[src/rtl/axis_eth_fcs_check.sv]
// Ethernet FCS checker/stripper on an 8-bit AXI4-Stream.
// A 4-byte delay line holds back the trailing FCS. Payload bytes are forwarded, and the last beat carries tuser for bad frames.
module axis_eth_fcs_check (
    input  logic       clk,
    input  logic       rst,
    input  logic [7:0] s_axis_tdata,
    input  logic       s_axis_tvalid,
    output logic       s_axis_tready,
    input  logic       s_axis_tlast,
    input  logic       s_axis_tuser,
    output logic [7:0] m_axis_tdata,
    output logic       m_axis_tvalid,
    input  logic       m_axis_tready,
    output logic       m_axis_tlast,
    output logic       m_axis_tuser,
    output logic       error_bad_fcs,
    output logic       error_short_frame
);

    // Reflected CRC-32 update for one byte (Galois form, LSB first).
    function automatic logic [31:0] crc_byte(input logic [7:0] data, input logic [31:0] crc);
        logic [31:0] c;
        c = crc ^ {24'h0, data};
        for (int i = 0; i < 8; i++) begin
            c = c[0] ? ((c >> 1) ^ 32'hEDB88320) : (c >> 1);
        end
        return c;
    endfunction

    logic [7:0]  d0, d1, d2, d3;
    logic [2:0]  cnt;
    logic [31:0] crc_state;
    logic [31:0] crc_next;
    logic [31:0] fcs_calc;
    logic [31:0] fcs_rx;
    logic        fcs_bad;
    logic        accept;

    assign s_axis_tready = !m_axis_tvalid || m_axis_tready;
    assign accept        = s_axis_tvalid && s_axis_tready;

    // The oldest held byte is payload whenever the line is full, so the CRC always folds d0.
    assign crc_next = crc_byte(d0, crc_state);
    assign fcs_calc = ~crc_next;
    assign fcs_rx   = {s_axis_tdata, d3, d2, d1};
    assign fcs_bad  = (fcs_calc != fcs_rx);

    always_ff @(posedge clk) begin
        if (rst) begin
            d0                <= 8'h00;
            d1                <= 8'h00;
            d2                <= 8'h00;
            d3                <= 8'h00;
            cnt               <= 3'd0;
            crc_state         <= 32'hFFFFFFFF;
            m_axis_tdata      <= 8'h00;
            m_axis_tvalid     <= 1'b0;
            m_axis_tlast      <= 1'b0;
            m_axis_tuser      <= 1'b0;
            error_bad_fcs     <= 1'b0;
            error_short_frame <= 1'b0;
        end else begin
            error_bad_fcs     <= 1'b0;
            error_short_frame <= 1'b0;

            if (m_axis_tvalid && m_axis_tready) begin
                m_axis_tvalid <= 1'b0;
            end

            if (accept) begin
                if (!s_axis_tlast) begin
                    d0 <= d1;
                    d1 <= d2;
                    d2 <= d3;
                    d3 <= s_axis_tdata;
                    if (cnt == 3'd4) begin
                        m_axis_tdata  <= d0;
                        m_axis_tvalid <= 1'b1;
                        m_axis_tlast  <= 1'b0;
                        m_axis_tuser  <= 1'b0;
                        crc_state     <= crc_next;
                    end else begin
                        cnt <= cnt + 3'd1;
                    end
                end else begin
                    // Last beat: finish the frame, or drop it as short if it never filled the delay line.
                    if (cnt == 3'd4) begin
                        m_axis_tdata  <= d0;
                        m_axis_tvalid <= 1'b1;
                        m_axis_tlast  <= 1'b1;
                        m_axis_tuser  <= fcs_bad || s_axis_tuser;
                        error_bad_fcs <= fcs_bad;
                    end else begin
                        error_short_frame <= 1'b1;
                    end
                    crc_state <= 32'hFFFFFFFF;
                    cnt       <= 3'd0;
                end
            end
        end
    end

endmodule
[config.mk]
export PLATFORM = sky130hd
export DESIGN_NAME = axis_eth_fcs_check
export DESIGN_NICKNAME = d
export VERILOG_FILES = /design/src/rtl/axis_eth_fcs_check.sv
export SDC_FILE = /design/constraint.sdc
export NUM_CORES = 1
export LEC_CHECK = 0
export BUFFER_PORTS_ARGS = -buffer_cell sky130_fd_sc_hd__buf_4
export CAP_MARGIN = 20
export CORE_MARGIN = 1.5
export CORE_UTILIZATION = 40
export CTS_CLUSTER_SIZE = 8
export DETAILED_ROUTE_END_ITERATION = 10
export HOLD_SLACK_MARGIN = 0.12
export PLACE_DENSITY_LB_ADDON = 0.3
export SLEW_MARGIN = 25
export SYNTH_ARGS = -nofsm -noshare
export SYNTH_HDL_FRONTEND = slang
export SYNTH_SLANG_ARGS = --single-unit
[constraint.sdc]
create_clock -name clk -period 5.1 [get_ports clk]
set_input_delay 0.765 -clock clk [delete_from_list [all_inputs] [get_ports clk]]
set_output_delay 0.765 -clock clk [all_outputs]
set_load 0.02 [all_outputs]
Word-level counts from Yosys, hierarchy flattened --
Cells that the tools add are included.
Storage, ports and cells: word-level logic and storage cells 62, output and inout port bits 14, register bits after elaboration 80, input bits 14
Cells by class: bitwise operators 13, reductions and logical operators 12, add/sub/neg operators 1, muxes and demuxes 21, eq/ne operators 3
Operators by type and width (number):
- 32-bit two-way mux | 10
- 13-bit inverter with 14-bit output | 8
- 32-bit != test | 1
- 32-bit inverter | 1
- 32-bit by 8-bit XOR with 32-bit output | 1
- 1-bit two-way mux | 9
- 2-bit AND reduction | 4
- 3-bit two-way mux | 2
- 4-bit OR reduction | 1
- 3-bit by 1-bit adder with 3-bit output, second input constant | 1
- 3-bit == test, second input constant | 1
- 1-bit inverter | 3
- 3-bit OR reduction | 1
- 1-bit logical AND | 2
- 1-bit logical OR | 2
- 2-bit != test, second input constant | 1
- 2-bit nonzero test | 1
- 1-bit zero test | 1

Logic depth before layout (Yosys ltp) --
Gate-level depths: netlist of the first run.
depth after elaboration 22, mapped depth 9, depth with buffers taken out 8

Worst setup path before layout of the first run --
OpenSTA, ideal clock, no wires.
path kind register to register, start point register crc_state[0], end point register m_axis_tuser, stages on the path, launching flop included 9, setup time 0.122 ns, arrival time 2.250 ns, path buffers 1, slack 2.728 ns, required time 4.978 ns, period minus slack after synthesis 2.372 ns, cells stage by stage dfxtp_1 -> buf_2 -> xor2_4 -> xnor3_1 -> xnor2_4 -> mux2i_1 -> nand4_1 -> nor4_2 -> o21ai_1
On the way: word-level cells in the longest chain between the ends 19, elaborated cells between the ends (all ways) 21, those cells by class eq/ne (1); mux (10); bitwise (9); reduce/logical (1)
RTL lines:
- from (decl) | RTL line 32 | logic [31:0] crc_state;
- from (signal assigned) | RTL line 81 | crc_state <= crc_next;
- 32-bit by 8-bit XOR with 32-bit output (*) | RTL line 23 | c = crc ^ {24'h0, data};
- 32-bit two-way mux (*) (2 in a row) | RTL line 25 | c = c[0] ? ((c >> 1) ^ 32'hEDB88320) : (c >> 1);
- 13-bit inverter with 14-bit output (no line) / 32-bit two-way mux (equally long branches)
- 32-bit two-way mux (*) | RTL line 25
- 13-bit inverter with 14-bit output (no line) / 32-bit two-way mux (equally long branches)
- 32-bit two-way mux (*) (2 in a row) | RTL line 25
- 13-bit inverter with 14-bit output (no line) / 32-bit two-way mux (equally long branches)
- 32-bit two-way mux (*) | RTL line 25
- 13-bit inverter with 14-bit output (no line) / 32-bit two-way mux (equally long branches)
- 32-bit two-way mux (*) | RTL line 25
- 13-bit inverter with 14-bit output (no line)
- 32-bit two-way mux (*) | RTL line 25
- 32-bit inverter (*) | RTL line 44 | assign fcs_calc = ~crc_next;
- 32-bit != test (*) | RTL line 46 | assign fcs_bad = (fcs_calc != fcs_rx);
- 1-bit logical OR (*) | RTL line 91 | m_axis_tuser <= fcs_bad || s_axis_tuser;
- 1-bit two-way mux (*) | RTL line 87 | if (cnt == 3'd4) begin
- 1-bit two-way mux (*) | RTL line 71 | if (!s_axis_tlast) begin
- to (signal assigned) | RTL line 91
- to (decl) | RTL line 15 | output logic m_axis_tuser,
Every way passes the cells marked *; elsewhere a longest branch is shown, timed or not. The select of a mux whose other input is x is not followed. A chain may end at the register's enable or synchronous reset.

Worst setup path after layout of the first run --
start point register d0[5], end point register m_axis_tuser
On the way: word-level cells in the longest chain between the ends 16
RTL lines:
- from (decl) | RTL line 30 | logic [7:0] d0, d1, d2, d3;
- from (signal assigned) | RTL line 50 | d0 <= 8'h00;
- from (signal assigned) | RTL line 72 | d0 <= d1;
- 32-bit by 8-bit XOR with 32-bit output (*) | RTL line 23
- 32-bit two-way mux (*) (6 in a row) | RTL line 25
- 13-bit inverter with 14-bit output (no line)
- 32-bit two-way mux (*) | RTL line 25
- 13-bit inverter with 14-bit output (no line)
- 32-bit two-way mux (*) | RTL line 25
- 32-bit inverter (*) | RTL line 44
- 32-bit != test (*) | RTL line 46
- 1-bit logical OR (*) | RTL line 91
- 1-bit two-way mux (*) | RTL line 87
- 1-bit two-way mux (*) | RTL line 71
Marked as above.

==> results of run 1 <==
==> cells in the final DEF (no fill, tap or decap), drive strengths merged, types with 2 or more instances in the layout <==
| cell type | count |
|---|---|
| xor3 | 5 |
| nand2 | 123 |
| and3 | 4 |
| xor2 | 19 |
| or2 | 5 |
| xnor3 | 15 |
| clkinvlp | 2 |
| nor2 | 9 |
| o22ai | 6 |
| nor3 | 3 |
| o21ai | 2 |
| mux2i | 9 |
| clkbuf | 10 |
| o2111ai | 2 |
| nand2b | 10 |
| buf | 32 |
| inv | 3 |
| xnor2 | 68 |
| nand4 | 2 |
| ha | 2 |
| clkinv | 3 |
| o211ai | 23 |
| dfxtp | 80 |
| and2 | 2 |
| a21o | 2 |
| nand3 | 6 |
| a21oi | 47 |
==> metrics by stage <==
stage / total power [mW] / util (%) / instances / area (sq um) / setup slack (ns)
after floorplan: 0.6941 / - / 485 / 4478 / 2.728
after global placement: 0.7219 / 44.02 / 629 / 4793 / 2.282
after detailed placement: 0.7223 / 44.07 / 629 / 4798 / 2.281
after CTS: 1.160 / 45.73 / 645 / 4979 / 2.255
after global routing: 1.197 / 45.73 / 645 / 4979 / 2.128
final: 1.149 / 45.73 / 645 / 4979 / 2.302
==> state kept, by name (all words and copies together) (netlist names), 3 cells and up <==
register,cells
cnt,3
d3,8
d0,8
crc_state,32
m_axis_tdata,8
d2,8
d1,8
==> path summary, 6_finish.rpt <==
kind                   start              end  depth (start not counted)
max                    d0[5]     m_axis_tuser                          7
min          m_axis_tdata[4]  m_axis_tdata[4]                          2
max reg2reg            d0[5]     m_axis_tuser                          7
min reg2reg  m_axis_tdata[4]  m_axis_tdata[4]                          2
==> worst min-delay path: stages, from the launching register on <==
cell and delay, ns:
dfxtp_1 0.32, nand2_1 0.05, a21oi_1 0.05
==> cells by family (layout without fill, tap and decap cells) <==
kind of cell               count (synthesis)  count (layout)  share of synthesized area [%]
adders and majority gates                  2               2                         0.5587
buffers and inverters                     30              50                          2.598
AOI/OAI and AO/OA                         86              86                          11.62
and+or+nand+nor                          171             171                          16.62
muxes                                      9               9                          2.012
DFF                                       80              80                          35.76
xor gates and xnor gates                 107             107                          30.82
==> metal layers <==
layer / vias up / global-route usage (%) / share of wire [%]
li1: 1655 / - / -
met1: 1601 / 28.03 / 47
met2: 56 / 30.23 / 47
met3: 14 / 3.885 / 3.9
met4: 0 / 7.707 / 1.9
met5: - / 0 / 0
==> report_power, final <==
part | internal [mW] | switching, mW
clock | 0.191 | 0.251
sequential | 0.629 | 0.00578
combinational | 0.0282 | 0.0437
==> final cells by class <==
cell class / count / share of cell area (%)
inverters: 2 / 0.1508
clock inverters: 6 / 0.8545
repair buffers: 32 / 4.825
clock buffers: 10 / 2.765
well taps: 140 / 3.518
flip-flops and latches: 80 / 32.17
multi-input cells: 375 / 55.72
==> synthesized netlist by cell type, types with 2 or more instances <==
library cell	number	share of area [%]
nand2_1	123	10
clkbuf_1	24	2.0
o22ai_1	6	0.84
xnor2_4	6	3.7
mux2i_1	9	2.0
nor2_1	9	0.75
and2_1	2	0.28
xnor2_2	4	1.5
xnor3_1	15	7.5
buf_2	3	0.34
ha_1	2	0.56
o211ai_1	23	3.9
xor3_1	5	2.7
xor2_1	18	3.5
or2_2	5	0.70
xnor2_1	58	11
nand2b_1	10	1.4
dfxtp_1	80	36
nand4_1	2	0.28
nand3_1	6	0.67
inv_1	2	0.17
nor3_1	3	0.34
a21oi_1	47	5.3
and3_1	4	0.56
o2111ai_1	2	0.39
a21o_1	2	0.34
==> impl_metrics.json, run 1 <==
{
  "status": "finished clean",
  "p_leak_nw": 2.025,
  "ios": 28,
  "cp_max_fo": 6,
  "syn_nets": 501,
  "finalNetCount": 516,
  "fin_skew_ns": 0.01751,
  "num_rows": 38,
  "drc": 0,
  "clk_pin_slew_ns": 0.10,
  "whs_ns": 0.4586,
  "setup_viol": 0,
  "syn_to_final_growth_pct": 11.18,
  "die_area_sq_um": 11840,
  "grt_max_degree": 60,
  "grt-ovfl-total": 0,
  "critPathArrivalTime_ns": 3.06,
  "cp-start-kind": "register",
  "dr_total_vias": 3326,
  "seq_area_frac_synth_pct": 35.76,
  "cpMostUsedCell": "xnor2_1",
  "rsz0062_at_grt": "false",
  "cts_buffer_depth": 2,
  "crit_type": "register to register",
  "vdd_ir_drop_max_mv": 0.1067,
  "antenna_cells": 0,
  "post_drt_wl_per_cell_um": 16.94,
  "max_freq_mhz": 357.4,
  "cts_num_sinks": 80,
  "slew_headroom_pct": 50.21,
  "timing.setup.tns_ns": 0,
  "htree_levels": 3,
  "cts_tree": "done",
  "slowest_stage": "xnor2_1",
  "cts_root_buf": "clkbuf_8",
  "grt_pass1_vias": 3129,
  "synth_ff_type": "dfxtp_1",
  "required_ns": 5.36,
  "cp_num_buf_inv": 0,
  "coreArea_sq_um": 10890,
  "drtPass1Iterations": 5,
  "viasPerCell": 5.157,
  "ys_ff_latch": 80,
  "die_h_um": 108.8,
  "die_w_um": 108.8,
  "regArea_sq_um": 1602,
  "dp_hpwl_um": 7618,
  "cts_hold_buf": 0,
  "synth_edf_count": 0,
  "slew_viol_final": 0,
  "numPortBuffers": 27,
  "drive_gt1_share_pct": 13.47,
  "tightest_slew_ns": 0.7468,
  "syn_avg_cell_area_sq_um": 9.233,
  "hold_viol_final": 0,
  "fillers": 1077,
  "cts_resized": 0,
  "crit_path_end_kind": "register",
  "cts_buffers": 9,
  "multiInputGateArea_sq_um": 2774,
  "cp_cell_sequence": "xnor2_1 -> xnor2_2 -> xnor2_1 -> mux2i_1 -> nand4_1 -> nor4_2 -> o21ai_1",
  "syn-cell-area_sq_um": 4478,
  "drv_cap": 0,
  "pwr_density_cell_nw_per_um2": 230.7,
  "antenna_found_initial": 0,
  "final_antenna_net_count": 0,
  "ys_warn_count": 0,
  "worstHoldPathType": "register to register",
  "postRouteWirelength_um": 10930,
  "fin_crit_sh_pct": 54.86,
  "synth_cells": 485,
  "drtIter0Drc": 193,
  "grt_use_total_pct": 19.98,
  "synth.distinct_cells": 41,
  "cts_setup_buffers": 0,
  "critical_path.max_stage_delay_ns": 0.56,
  "insertion_delay_ns": 0.37,
  "crit_family": "XOR/XNOR gates",
  "rrSetupSlack_ns": 2.30,
  "grt_pass1_wl_um": 17370,
  "globalplace.congestion": 0.9337,
  "initial_core_util_pct": 41.13,
  "async_flop_share_pct": 0,
  "post-route-min-period_ns": 2.798
}
Power figures use the tool's default switching activity.
==> inputs of run 2 (changes only) <==
==> constraint.sdc (replaced) <==
create_clock -name clk -period 2.8 [get_ports clk]
set_input_delay 0.42 -clock clk [delete_from_list [all_inputs] [get_ports clk]]
set_output_delay 0.42 -clock clk [all_outputs]
set_load 0.02 [all_outputs]
==> run 2 against run 1 <==
Utilization is 0.97 points higher. Flip-flop and latch count stayed put. Routed wire length is 0.36% lower. Worst hold slack worse by 0.14 ns. Global-route usage is 0.35 points lower. Register-to-register slack worse by 2.1 ns. Via count is 0.21% lower. Clock-buffer cell count is 1 higher. Worst setup slack worse by 2.1 ns. Largest power group unchanged.
==> impl_metrics.json, run 2 (synthesis results as in run 1) <==
{
  "htree_levels": 3,
  "critPathArrivalTime_ns": 2.85,
  "layout_common_cells": "122 x nand2_1, 80 x dfxtp_1, 58 x xnor2_1",
  "fin_crit_sh_pct": 92.92,
  "reg2reg_to": "m_axis_tuser",
  "drtPass1Iterations": 4,
  "whs_ns": 0.3178,
  "viasPerCell": 5.075,
  "pwr_density_cell_nw_per_um2": 424.0,
  "initial_core_util_pct": 41.13,
  "die_area_sq_um": 11840,
  "crit_path_end_kind": "register",
  "numPortBuffers": 27,
  "rr_worst_depth": 8,
  "cts_num_sinks": 80,
  "dr_total_vias": 3319,
  "worstHoldPathType": "input pin to register",
  "grt_pass1_wl_um": 17210,
  "dp_hpwl_um": 7751,
  "regMostFlops": "crc_state",
  "cp_cell_sequence": "xnor2_4 -> buf_4 -> xor2_1 -> xnor2_1 -> mux2i_1 -> o2111ai_1 -> nor4_2 -> o21ai_1",
  "clk_pin_slew_ns": 0.09,
  "post-route-min-period_ns": 2.602,
  "post_drt_wl_per_cell_um": 16.65,
  "holdCritStartpoint": "s_axis_tdata[4]",
  "coreArea_sq_um": 10890,
  "cts_hold_buf": 0,
  "max_freq_mhz": 384.3,
  "fillers": 1037,
  "globalplace.congestion": 0.8553,
  "holdPathEnd": "d3[4]",
  "cp-start-kind": "register",
  "slew_viol_final": 0,
  "grt_use_total_pct": 19.63,
  "drc": 0,
  "final_util_pct": 46.69,
  "status": "finished clean",
  "largest_reg_flops": 32,
  "cts_tree": "done",
  "crit_type": "register to register",
  "min_path_cells": 3,
  "insertion_delay_ns": 0.36,
  "grt-ovfl-total": 0,
  "postRouteWirelength_um": 10890,
  "fin_skew_ns": 0.01197,
  "antenna_cells": 0,
  "cts_buffers": 9,
  "syn_to_final_growth_pct": 13.52,
  "p_leak_nw": 2.085,
  "rsz0062_at_grt": "false",
  "timing.rr.start": "d0[1]",
  "critical_path.max_stage_delay_ns": 0.50,
  "rrSetupSlack_ns": 0.20,
  "timing.setup.tns_ns": 0,
  "grt_pass1_vias": 3185,
  "hold_viol_final": 0,
  "cts_buffer_depth": 2,
  "setup_viol": 0,
  "die_w_um": 108.8,
  "num_rows": 38,
  "grt_max_degree": 55,
  "total_power_mw": 2.155,
  "ios": 28,
  "die_h_um": 108.8,
  "cts_resized": 0,
  "slowest_stage": "dfxtp_1",
  "vdd_ir_drop_max_mv": 0.2220,
  "required_ns": 3.04,
  "cts_root_buf": "clkbuf_8",
  "tightest_slew_ns": 0.5948,
  "cp_max_fo": 8,
  "antenna_found_initial": 0,
  "final_antenna_net_count": 0,
  "slew_headroom_pct": 60.35,
  "drtIter0Drc": 160,
  "cts_setup_buffers": 0,
  "drive_gt1_share_pct": 14.79,
  "finalNetCount": 525,
  "drv_cap": 0,
  "final_common_cell": "nand2_1"
}
run 2: cell count changes in the layout (fill, tap and decap cells not counted), sizes merged:
cell      delta
buf          +9
bufinv       +1
clkbuf       +1
clkinvlp     -1
inv          -1
run 2: worst max path at each step:
stage                       startpoint           end  depth (start not counted)
after floorplan           crc_state[0]  m_axis_tuser                          8
after global placement           d0[1]  m_axis_tuser                          8
after detailed placement         d0[1]  m_axis_tuser                          8
after CTS                        d0[1]  m_axis_tuser                          8
after global routing             d0[1]  m_axis_tuser                          8
final                            d0[1]  m_axis_tuser                          8
run 2: per-stage QoR:
step	worst slack (ns)	instances	area (sq um)
floorplan	0.4279	485	4478
detailed placement	0.1944	638	4886
finish	0.1982	654	5084
global route	0.03514	654	5084
CTS	0.1762	654	5084
global placement	0.1608	638	4886
run 2: power breakdown:
group	internal [mW]	switching, mW
registers	1.15	0.0114
logic	0.0534	0.0786
clock network	0.435	0.430
run 2: final cells by class:
cell class                      count  area [sq um]  area share, %
Clock inverter                      5         56.30          1.108
Timing Repair Buffer               41         332.8          6.547
Clock buffer                       11         141.4          2.781
Tap cell                          140         175.2          3.446
Sequential cell                    80          1602          31.50
Inverter                            2         7.507         0.1477
Multi-Input combinational cell    375          2769          54.47
run 2: layer usage:
metal,track usage [%],up-vias,routed length [um]
met1,25.96,1573,5028
met3,2.869,18,475
met4,8.177,0,255
li1,-,1673,-
met2,32.08,55,5129
met5,0,-,0
run 2: worst max-delay path, delay by kind of cell, from the launching register on:
kind                   cells  cell delay [ns]
AO/OA/AOI/OAI              2             0.25
AND/OR/NAND/NOR            1             0.40
buffers and inverters      1             0.27
XOR/XNOR                   3             0.80
flip-flops                 1             0.50
multiplexers               1             0.25
